[config.mk]
export PLATFORM = sky130hd
export DESIGN_NAME = seq_shift_add_mult
export DESIGN_NICKNAME = d
export VERILOG_FILES = /design/src/rtl/mult_pkg.sv /design/src/rtl/seq_shift_add_mult.sv
export SDC_FILE = /design/constraint.sdc
export NUM_CORES = 1
export LEC_CHECK = 0
export BUFFER_PORTS_ARGS = -buffer_cell sky130_fd_sc_hd__buf_4
export CAP_MARGIN = 5
export CORE_UTILIZATION = 50
export CTS_BUF_LIST = sky130_fd_sc_hd__clkbuf_4 sky130_fd_sc_hd__clkbuf_8
export DETAILED_ROUTE_END_ITERATION = 6
export PLACE_DENSITY = 0.68
export SLEW_MARGIN = 20
export SYNTH_ARGS = -nofsm -noshare
export SYNTH_HDL_FRONTEND = slang
export SYNTH_SLANG_ARGS = --single-unit
export TNS_END_PERCENT = 20
[constraint.sdc]
create_clock -name clk -period 7 [get_ports clk]
set_clock_uncertainty 0.1 [all_clocks]
set_input_delay 0.7 -clock clk [delete_from_list [all_inputs] [get_ports clk]]
set_output_delay 0.7 -clock clk [all_outputs]
set_load 0.05 [all_outputs]
[src/rtl/mult_pkg.sv]
// Shared types and helpers for the sequential shift-and-add multiplier.
package mult_pkg;

    typedef enum logic [1:0] {
        IDLE = 2'd0,
        BUSY = 2'd1,
        DONE = 2'd2
    } seq_mult_state_t;

    // Ones in every column at or above k, limited to `width` bits (width <= 64).
    function automatic logic [63:0] trunc_mask(input int width, input int k);
        logic [63:0] m;
        m = {64{1'b1}} << k;
        if (width < 64)
            m = m & ((64'd1 << width) - 64'd1);
        return m;
    endfunction

endpackage

[src/rtl/seq_shift_add_mult.sv]
// Sequential M x N unsigned shift-and-add multiplier with valid/ready handshakes.
// Define SEQ_MULT_APPROX_TRUNC_EN to drop partial-product columns below K.
module seq_shift_add_mult
    import mult_pkg::*;
#(
    parameter int M = 8,
    parameter int N = 8,
    parameter int K = 4
) (
    input  logic           clk,
    input  logic           rst_n,
    input  logic           in_valid,
    output logic           in_ready,
    input  logic [M-1:0]   in_a,
    input  logic [N-1:0]   in_b,
    output logic           out_valid,
    input  logic           out_ready,
    output logic [M+N-1:0] out_product
);

    localparam int W = M + N;

`ifdef SEQ_MULT_APPROX_TRUNC_EN
    localparam logic [W-1:0] PP_MASK = W'(trunc_mask(W, K));
`else
    localparam logic [W-1:0] PP_MASK = {W{1'b1}};
`endif

    seq_mult_state_t state;
    logic [W-1:0]    a_sh;
    logic [N-1:0]    b_sh;
    logic [W-1:0]    acc;
    logic [W-1:0]    pp;
    logic [N-1:0]    b_next;

    always_comb begin
        pp     = b_sh[0] ? (a_sh & PP_MASK) : '0;
        b_next = b_sh >> 1;
    end

    always_ff @(posedge clk or negedge rst_n) begin
        if (!rst_n) begin
            state <= IDLE;
            a_sh  <= '0;
            b_sh  <= '0;
            acc   <= '0;
        end else begin
            case (state)
                IDLE: begin
                    if (in_valid) begin
                        a_sh  <= {{N{1'b0}}, in_a};
                        b_sh  <= in_b;
                        acc   <= '0;
                        state <= BUSY;
                    end
                end
                BUSY: begin
                    acc  <= acc + pp;
                    a_sh <= a_sh << 1;
                    b_sh <= b_next;
                    // Stop as soon as no multiplier bits remain; always at least one cycle.
                    if (b_next == '0)
                        state <= DONE;
                end
                DONE: begin
                    if (out_ready)
                        state <= IDLE;
                end
                default: state <= IDLE;
            endcase
        end
    end

    assign in_ready    = (state == IDLE);
    assign out_valid   = (state == DONE);
    assign out_product = acc;

endmodule

## After elaboration in Yosys (flattened, before gate mapping)

Cells that the tools add are included.

- Word-level logic and storage cells: 26
- Memories: 0
- Input bits: 20
- Flip-flop bits (word level): 42
- Latch bits: 0
- Memory bits (read-only): 0
- RAM bits: 0

- Reduce and logical (&&, ||, !) cells: 5
- Equality and inequality tests: 5
- Add/sub/neg operators: 1
- Shift-type cells: 0
- Muxes and demuxes: 11
- Div/mod/pow operators: 0
- Bitwise logic cells: 0
- Order comparisons: 0
- Multipliers: 0

Operators by type and width:

| operator | number |
|---|---|
| case mux 16 bit (2 select lines) | 2 |
| 2-to-1 mux 16 bit | 3 |
| adder 16 bit | 1 |
| case mux 8 bit (2 select lines) | 1 |
| zero test 8 bit | 1 |
| 2-to-1 mux 8 bit | 1 |
| 2-to-1 mux 2 bit | 3 |
| case mux 2 bit (3 select lines) | 1 |
| inequality test 2 bit, second input constant | 2 |
| AND reduction 3 bit | 1 |
| == test 2 x 1 -> 1 bit, second input constant | 1 |
| == test 2 bit, second input constant | 1 |
| zero test 2 bit | 1 |
| inequality test 2 x 1 -> 1 bit, second input constant | 1 |
| AND reduction 2 bit | 1 |
| nonzero test 2 bit | 1 |

## Logic depth before layout (Yosys ltp)

Gate-level depths: netlist of run 1.

- Depth after elaboration: 3
- Gate-level depth with buffers: 10
- Mapped depth without buffers: 10

## Worst setup path before layout of run 1

Ideal clock, no wire load.

- Path kind: reg-to-reg
- From: register acc[0] (netlist: out_product[0])
- To: register acc[12] (netlist: out_product[12])
- Buffers on the path: 0
- Data arrival time: 2.323 ns
- Cell stages (with the launch flop): 10
- Slack: 4.455 ns
- Data required time: 6.778 ns
- Period minus slack after synthesis: 2.545 ns
- Cells stage by stage: dfrtp_1 ha_1 inv_1 fa_1 nand2b_1 a21oi_1 o211ai_1 a211oi_1 o21ai_0 a32o_1

- Cells in the longest elaborated chain, start to end: 2

RTL lines:

| element | line | RTL |
|---|---|---|
| start, declared | seq_shift_add_mult.sv:32 | `logic [W-1:0] acc;` |
| start signal, assigned | seq_shift_add_mult.sv:58 | `acc <= acc + pp;` |
| adder 16 bit | seq_shift_add_mult.sv:58 |  |
| case mux 16 bit (2 select lines) | seq_shift_add_mult.sv:48 | `case (state)` |

No other way between the ends.
A chain may end at the register's enable or synchronous reset.

## Final worst setup path of run 1

- From: register b_sh[0]
- To: register acc[12] (netlist: out_product[12])

- Cells in the longest elaborated chain, start to end: 3

RTL lines:

| element | line | RTL |
|---|---|---|
| start, declared | seq_shift_add_mult.sv:31 | `logic [N-1:0] b_sh;` |
| start signal, assigned | seq_shift_add_mult.sv:52 | `b_sh <= in_b;` |
| start signal, assigned | seq_shift_add_mult.sv:60 | `b_sh <= b_next;` |
| 2-to-1 mux 16 bit | seq_shift_add_mult.sv:37 | `pp = b_sh[0] ? (a_sh & PP_MASK) : '0;` |
| adder 16 bit | seq_shift_add_mult.sv:58 |  |
| case mux 16 bit (2 select lines) | seq_shift_add_mult.sv:48 |  |

No other way between the ends.

==> results of run 1 <==
==> cells in the mapped netlist <==
library cell | n | area, um2
nand4_1 | 2 | 12.51
a21oi_1 | 18 | 90.09
dfrtp_1 | 42 | 1051
inv_1 | 5 | 18.77
o21a_1 | 1 | 7.510
ha_1 | 15 | 187.7
o21bai_1 | 5 | 37.54
nand2b_1 | 4 | 25.02
nand2_1 | 36 | 135.1
a221oi_1 | 2 | 17.52
clkbuf_2 | 1 | 5.000
a21o_1 | 7 | 52.55
buf_2 | 2 | 10.01
o211ai_1 | 2 | 15.01
a32o_1 | 4 | 40.04
or3_1 | 3 | 18.77
a31oi_1 | 9 | 56.30
nor4_1 | 1 | 6.260
clkbuf_1 | 12 | 45.04
nor2b_1 | 9 | 56.30
xor2_1 | 4 | 35.03
and2_1 | 22 | 137.6
xnor2_1 | 9 | 78.83
a211oi_1 | 2 | 15.01
a22o_1 | 9 | 78.83
nor2_1 | 10 | 37.54
nor3_1 | 1 | 5.000
nand3_1 | 1 | 5.000
o21ai_0 | 36 | 180.2
clkinv_1 | 1 | 3.750
fa_1 | 1 | 20.02
buf_6 | 1 | 11.26
a22oi_1 | 6 | 45.04
o31a_1 | 1 | 8.760
==> area by class of cell <==
cell class	instances	area [um2]
clock buffers	5	68.82
clock inverters	3	45.04
fillers	446	1844
inverters	6	22.52
multi-input cells	220	1409
flip-flops and latches	42	1051
well taps	67	83.83
repair buffers	39	292.8
==> per-layer routing <==
| metal | track usage [%] | vias up | routed length (um) |
|---|---|---|---|
| li1 | - | 1070 | - |
| met3 | 4.252 | 6 | 174 |
| met2 | 37.76 | 46 | 2718 |
| met5 | 0 | - | 0 |
| met1 | 32.02 | 1022 | 2786 |
| met4 | 5.983 | 0 | 53 |
==> worst max-delay path: stages (launching register included) <==
cell,delay [ns]
dfrtp_1,0.56
and2_1,0.19
ha_1,0.16
inv_1,0.05
fa_1,0.38
nand2b_1,0.19
a21oi_1,0.19
o211ai_1,0.15
a211oi_1,0.29
o21ai_0,0.11
a32o_1,0.26
==> sequential cells by signal, summed over array words and instances, names as in the netlist <==
| name | flops |
|---|---|
| a_sh | 16 |
| out_product | 16 |
| b_sh | 8 |
| state | 2 |
==> worst paths after layout <==
| check | startpoint | end | cells after the start |
|---|---|---|---|
| worst min-delay path | rst_n | out_product[4] | 1 |
| max in group asynchronous | rst_n | b_sh[6] | 1 |
| worst max-delay path | b_sh[0] | out_product[12] | 10 |
| worst min register to register | a_sh[7] | a_sh[7] | 2 |
| min in group clk | a_sh[7] | a_sh[7] | 2 |
| worst max register to register | b_sh[0] | out_product[12] | 10 |
==> report_power, final <==
group          total, mW  internal (mW)  leakage [nW]  switching, mW
combinational      0.538          0.204         0.771          0.334
clock              0.200          0.106        0.0504         0.0940
sequential         0.430          0.331         0.556         0.0990
==> cells by family (layout without fill, tap and decap cells) <==
logic type	count (synthesis)	after routing	share of synthesized area [%]
buf+inv	22	53	3.680
flops	42	42	41.22
fa+ha+maj	16	16	8.145
compound gates	102	102	25.27
simple gates	89	89	17.22
xor+xnor	13	13	4.465
==> impl_metrics.tcl, run 1 <==
set metrics [dict create \
    outcome "completed" \
    ys_seq_elements 42 \
    rsz0062_at_grt "false" \
    final_common_cell "dfrtp_1" \
    cts-resized-gates 0 \
    numCtsBuffers 5 \
    fin_crit_sh_pct 39.05 \
    path_clk_slew_ns 0.09 \
    total_power_mw 1.168 \
    synth_area_um2 2550 \
    io_buffers 37 \
    grt_pass1_vias 1995 \
    hold_ws_ns 0.2681 \
    dr.pass1.iters 5 \
    cap_violations 0 \
    min_period_ns 2.734 \
    finalMaxSlewViolations 0 \
    tritoncts "built" \
    ys_warn_count 0 \
    placed_cell_area_um2 2859 \
    finalCoreUtilization_pct 61.71 \
    wl_um 5733 \
    clkSinkCount 42 \
    die_h_um 73.42 \
    cts_max_level 2 \
    die-area_um2 5390 \
    powerDensity_nw_per_um2 392.9 \
    worstPathArrival_ns 2.83 \
    slew_headroom_pct 59.03 \
    cp_max_fo 17 \
    fmax_mhz 365.8 \
    ant_nets 0 \
    syn_nets 320 \
    synth_cell_types 34 \
    num_io_pins 38 \
    post-route-drc-count 0 \
    overflow 0 \
    dp_hpwl_um 4059 \
    drtIter0Drc 101 \
    hold_violations 0 \
    grt_first_pass_wirelength_um 9508 \
    via_per_inst 5.613 \
    layout.nets 350 \
    crit_required_ns 7.10 \
    power.leakage_nw 1.378 \
    final.setup.worst_slack_ns 4.266 \
    globalplace.congestion 0.8344 \
    synthToLayoutAreaGrowth_pct 16.58 \
    drive_above_1_share_pct 15.24 \
    ys_seq_area_share_pct 41.22 \
    grt_start_max_net_pins 43 \
    clock_latency_ns 0.30 \
    r2r_slack_ns 4.27 \
    final_area_um2 2973 \
    min_path_type "input port to asynchronous set/reset pin" \
    fp.coreArea_um2 4817 \
    path_class "flip-flop to flip-flop" \
    diodes 0 \
    post_cts_buffers 0 \
    grtUsageTotal_pct 23.21 \
    clockBufferDepth 2 \
    netlist_instances 284 \
    antenna_found_initial 0 \
    ir_drop_mv 0.1833 \
    vias 2144 \
    root_buffer "clkbuf_8" \
    wl_per_cell_um 15.01 \
    finalNonFillerCells 382 \
    die_width_um 73.42 \
    placedCellCount 374 \
    row_count 25 \
    dp_slack_ns 4.290 \
    setup_viol 0 \
    crit_path_end_kind "flip-flop" \
    tns_ns 0 \
    start_util_pct 52.94 \
    tightestPinTransition_ns 0.6146 \
    layout_common_cells "42 x dfrtp_1, 39 x buf_4, 36 x nand2_1, 36 x o21ai_0, 22 x and2_1" \
    start_kind "flip-flop" \
    synth.avg_cell_area_um2 8.979 \
    cts_hold_buf 0 \
]
No activity file was read; power rests on OpenSTA's default activity.
==> inputs of run 2 (changes only) <==
ABC_AREA = 1   (was default)
PLACE_DENSITY = 0.71   (was 0.68)
clock period = 2.4 ns   (was 7 ns; I/O delays follow)
==> impl_metrics.tcl, run 2 <==
set metrics [dict create \
    die_h_um 76.52 \
    wl_per_cell_um 12.13 \
    slew_headroom_pct 58.20 \
    sw_frac_of_total_pct 51.91 \
    synth_area_um2 2776 \
    row_count 26 \
    numCtsBuffers 5 \
    path_buf_inv 3 \
    worstPathArrival_ns 2.15 \
    crit_path_end_kind "flip-flop" \
    fin_crit_sh_pct 85.78 \
    grt_first_pass_wirelength_um 11070 \
    synthToLayoutAreaGrowth_pct 16.76 \
    seq_power_share_pct 25.9 \
    path_cells "nand2_1 -> inv_1 -> ha_1 -> inv_1 -> fa_1 -> inv_1 -> nand3_1 -> nand3_1 -> nand3_1 -> nand3_1 -> nand2_1 -> nand3_1 -> nand2_1" \
    yosys.area.top_type "dfrtp_1" \
    wl_um 6163 \
    clkSinkCount 42 \
    cp_max_fo 5 \
    powerDensity_nw_per_um2 1554 \
    ys_seq_area_share_pct 37.85 \
    crit_required_ns 2.49 \
    root_buffer "clkbuf_8" \
    grt_start_max_net_pins 43 \
    placedCellCount 499 \
    ir_drop_mv 0.9666 \
    die_width_um 76.52 \
    via_per_inst 4.967 \
    post_cts_buffers 0 \
    dp_hpwl_um 4490 \
    die-area_um2 5855 \
    overflow 0 \
    netlist_top_cells_count "127 x nand2_1, 79 x inv_1, 42 x dfrtp_1" \
    tightestPinTransition_ns 0.6262 \
    layout.nets 473 \
    clockBufferDepth 2 \
    synth.area.top_cells "dfrtp_1 38%, nand2_1 17%, inv_1 11%, ha_1 6.8%, nand3_1 3.8%" \
    slowest_delay_ns 0.41 \
    hold_violations 0 \
    power.share.combinational_pct 62.5 \
    start_kind "flip-flop" \
    fmax_mhz 485.7 \
    fp.coreArea_um2 5238 \
    cap_violations 0 \
    path_class "flip-flop to flip-flop" \
    vias 2523 \
    cts-resized-gates 0 \
    synth_top_area_share_pct 37.85 \
    grtUsageTotal_pct 23.62 \
    synth_edf_count 0 \
    final_common_cell "nand2_1" \
    rsz0062_at_grt "false" \
    globalplace.congestion 0.9344 \
    min_period_ns 2.059 \
    path_clk_slew_ns 0.09 \
    num_io_pins 38 \
    power_switching_mw 2.616 \
    io_buffers 37 \
    p_int_mw 2.423 \
    syn_nets 434 \
    power.leakage_nw 1.863 \
    clock_latency_ns 0.30 \
    synth_flop_cell "dfrtp_1" \
    ys_seq_elements 42 \
    tns_ns 0 \
    tritoncts "built" \
    grt_pass1_vias 2466 \
    finalNonFillerCells 508 \
    cp_common_cell "nand3_1" \
    synth_cell_types 30 \
    min_path_type "input port to flip-flop" \
    dr.pass1.iters 4 \
    drive_above_1_share_pct 14.84 \
    synth.avg_cell_area_um2 6.976 \
    post-route-drc-count 0 \
    start_util_pct 53.01 \
    setup_viol 0 \
    total_power_mw 5.039 \
    layout_common_cells "127 x nand2_1, 79 x inv_1, 42 x dfrtp_1, 42 x buf_4" \
    diodes 0 \
    cts_max_level 2 \
    netlist_instances 398 \
    antenna_found_initial 0 \
    drtIter0Drc 148 \
    outcome "completed" \
    cp_slowest_cell "dfrtp_1" \
    yosysMostFrequentCell "nand2_1" \
    crit_family "simple AND/OR/NAND/NOR gates" \
    ant_nets 0 \
    synthArstFlopShare_pct 100.0 \
    p_clk_share_pct 11.6 \
    ys_warn_count 0 \
    finalMaxSlewViolations 0 \
]
run 2: layer usage:
metal / share of wire, % / GRT usage [%]
met5: 0 / 0
met4: 1.6 / 8.269
met3: 4.2 / 4.192
met2: 46 / 39.46
met1: 48 / 30.65
run 2: cell type report:
type	instances	area [um2]
clock inverter	3	43.79
clock buffer	5	68.82
inverter	80	300.3
multi-input combinational	265	1365
timing repair buffer	43	325.3
tap	70	87.58
fill	497	1996
sequential	42	1051
run 2: cell families (layout without fill, tap and decap cells):
logic type      count (synthesis)  in the layout  share of synthesized area [%]
compound gates                 67             67                          13.84
xor+xnor                        3              3                         0.9465
fa+ha+maj                      16             16                          7.481
buf+inv                        91            131                          12.98
flops                          42             42                          37.85
simple gates                  179            179                          26.90
run 2: per-stage QoR:
stage	hold WS (ns)	cell area (um2)	utilization, %	worst slack (ns)
floorplan	-0.1556	2776	-	0.1365
global placement	0.1694	3119	59.56	0.3986
detailed placement	0.1706	3119	59.56	0.3663
CTS	0.01933	3242	61.90	0.3397
global route	0.03034	3242	61.90	0.1322
finish	0.02382	3242	61.90	0.3412
run 2: what timing repair did:
item / in CTS / in global routing
hold buffers: 1 / 0
setup endpoints to repair: 0 / 0
hold endpoints to repair: 42 / 0
run 2: power by group through the flow:
| stage | clock network [mW] | logic [mW] | registers [mW] |
|---|---|---|---|
| after global routing | 0.623 | 3.52 | 1.36 |
| after global placement | 0 | 3.09 | 1.31 |
| after floorplan | 0 | 2.01 | 1.68 |
| final | 0.584 | 3.15 | 1.31 |
| after CTS | 0.594 | 3.15 | 1.31 |
| after detailed placement | 0 | 3.14 | 1.32 |
run 2: worst paths after layout:
path | from | to | slack (ns) | cells after the start
min in group asynchronous | rst_n | out_product[3] | 0.36 | 2
setup / recovery | b_sh[0] | out_product[12] | 0.34 | 13
setup reg to reg | b_sh[0] | out_product[12] | 0.34 | 13
max in group asynchronous | rst_n | a_sh[15] | 1.45 | 2
hold reg to reg | a_sh[15] | a_sh[15] | 0.39 | 2
hold / removal | out_ready | state[1] | 0.02 | 2
run 2: worst register-to-register path, stage by stage (launching register included):
cell,delay (ns)
dfrtp_1,0.41
nand2_1,0.08
inv_1,0.06
ha_1,0.15
inv_1,0.06
fa_1,0.41
inv_1,0.11
nand3_1,0.08
nand3_1,0.14
nand3_1,0.11
nand3_1,0.08
nand2_1,0.05
nand3_1,0.06
nand2_1,0.07
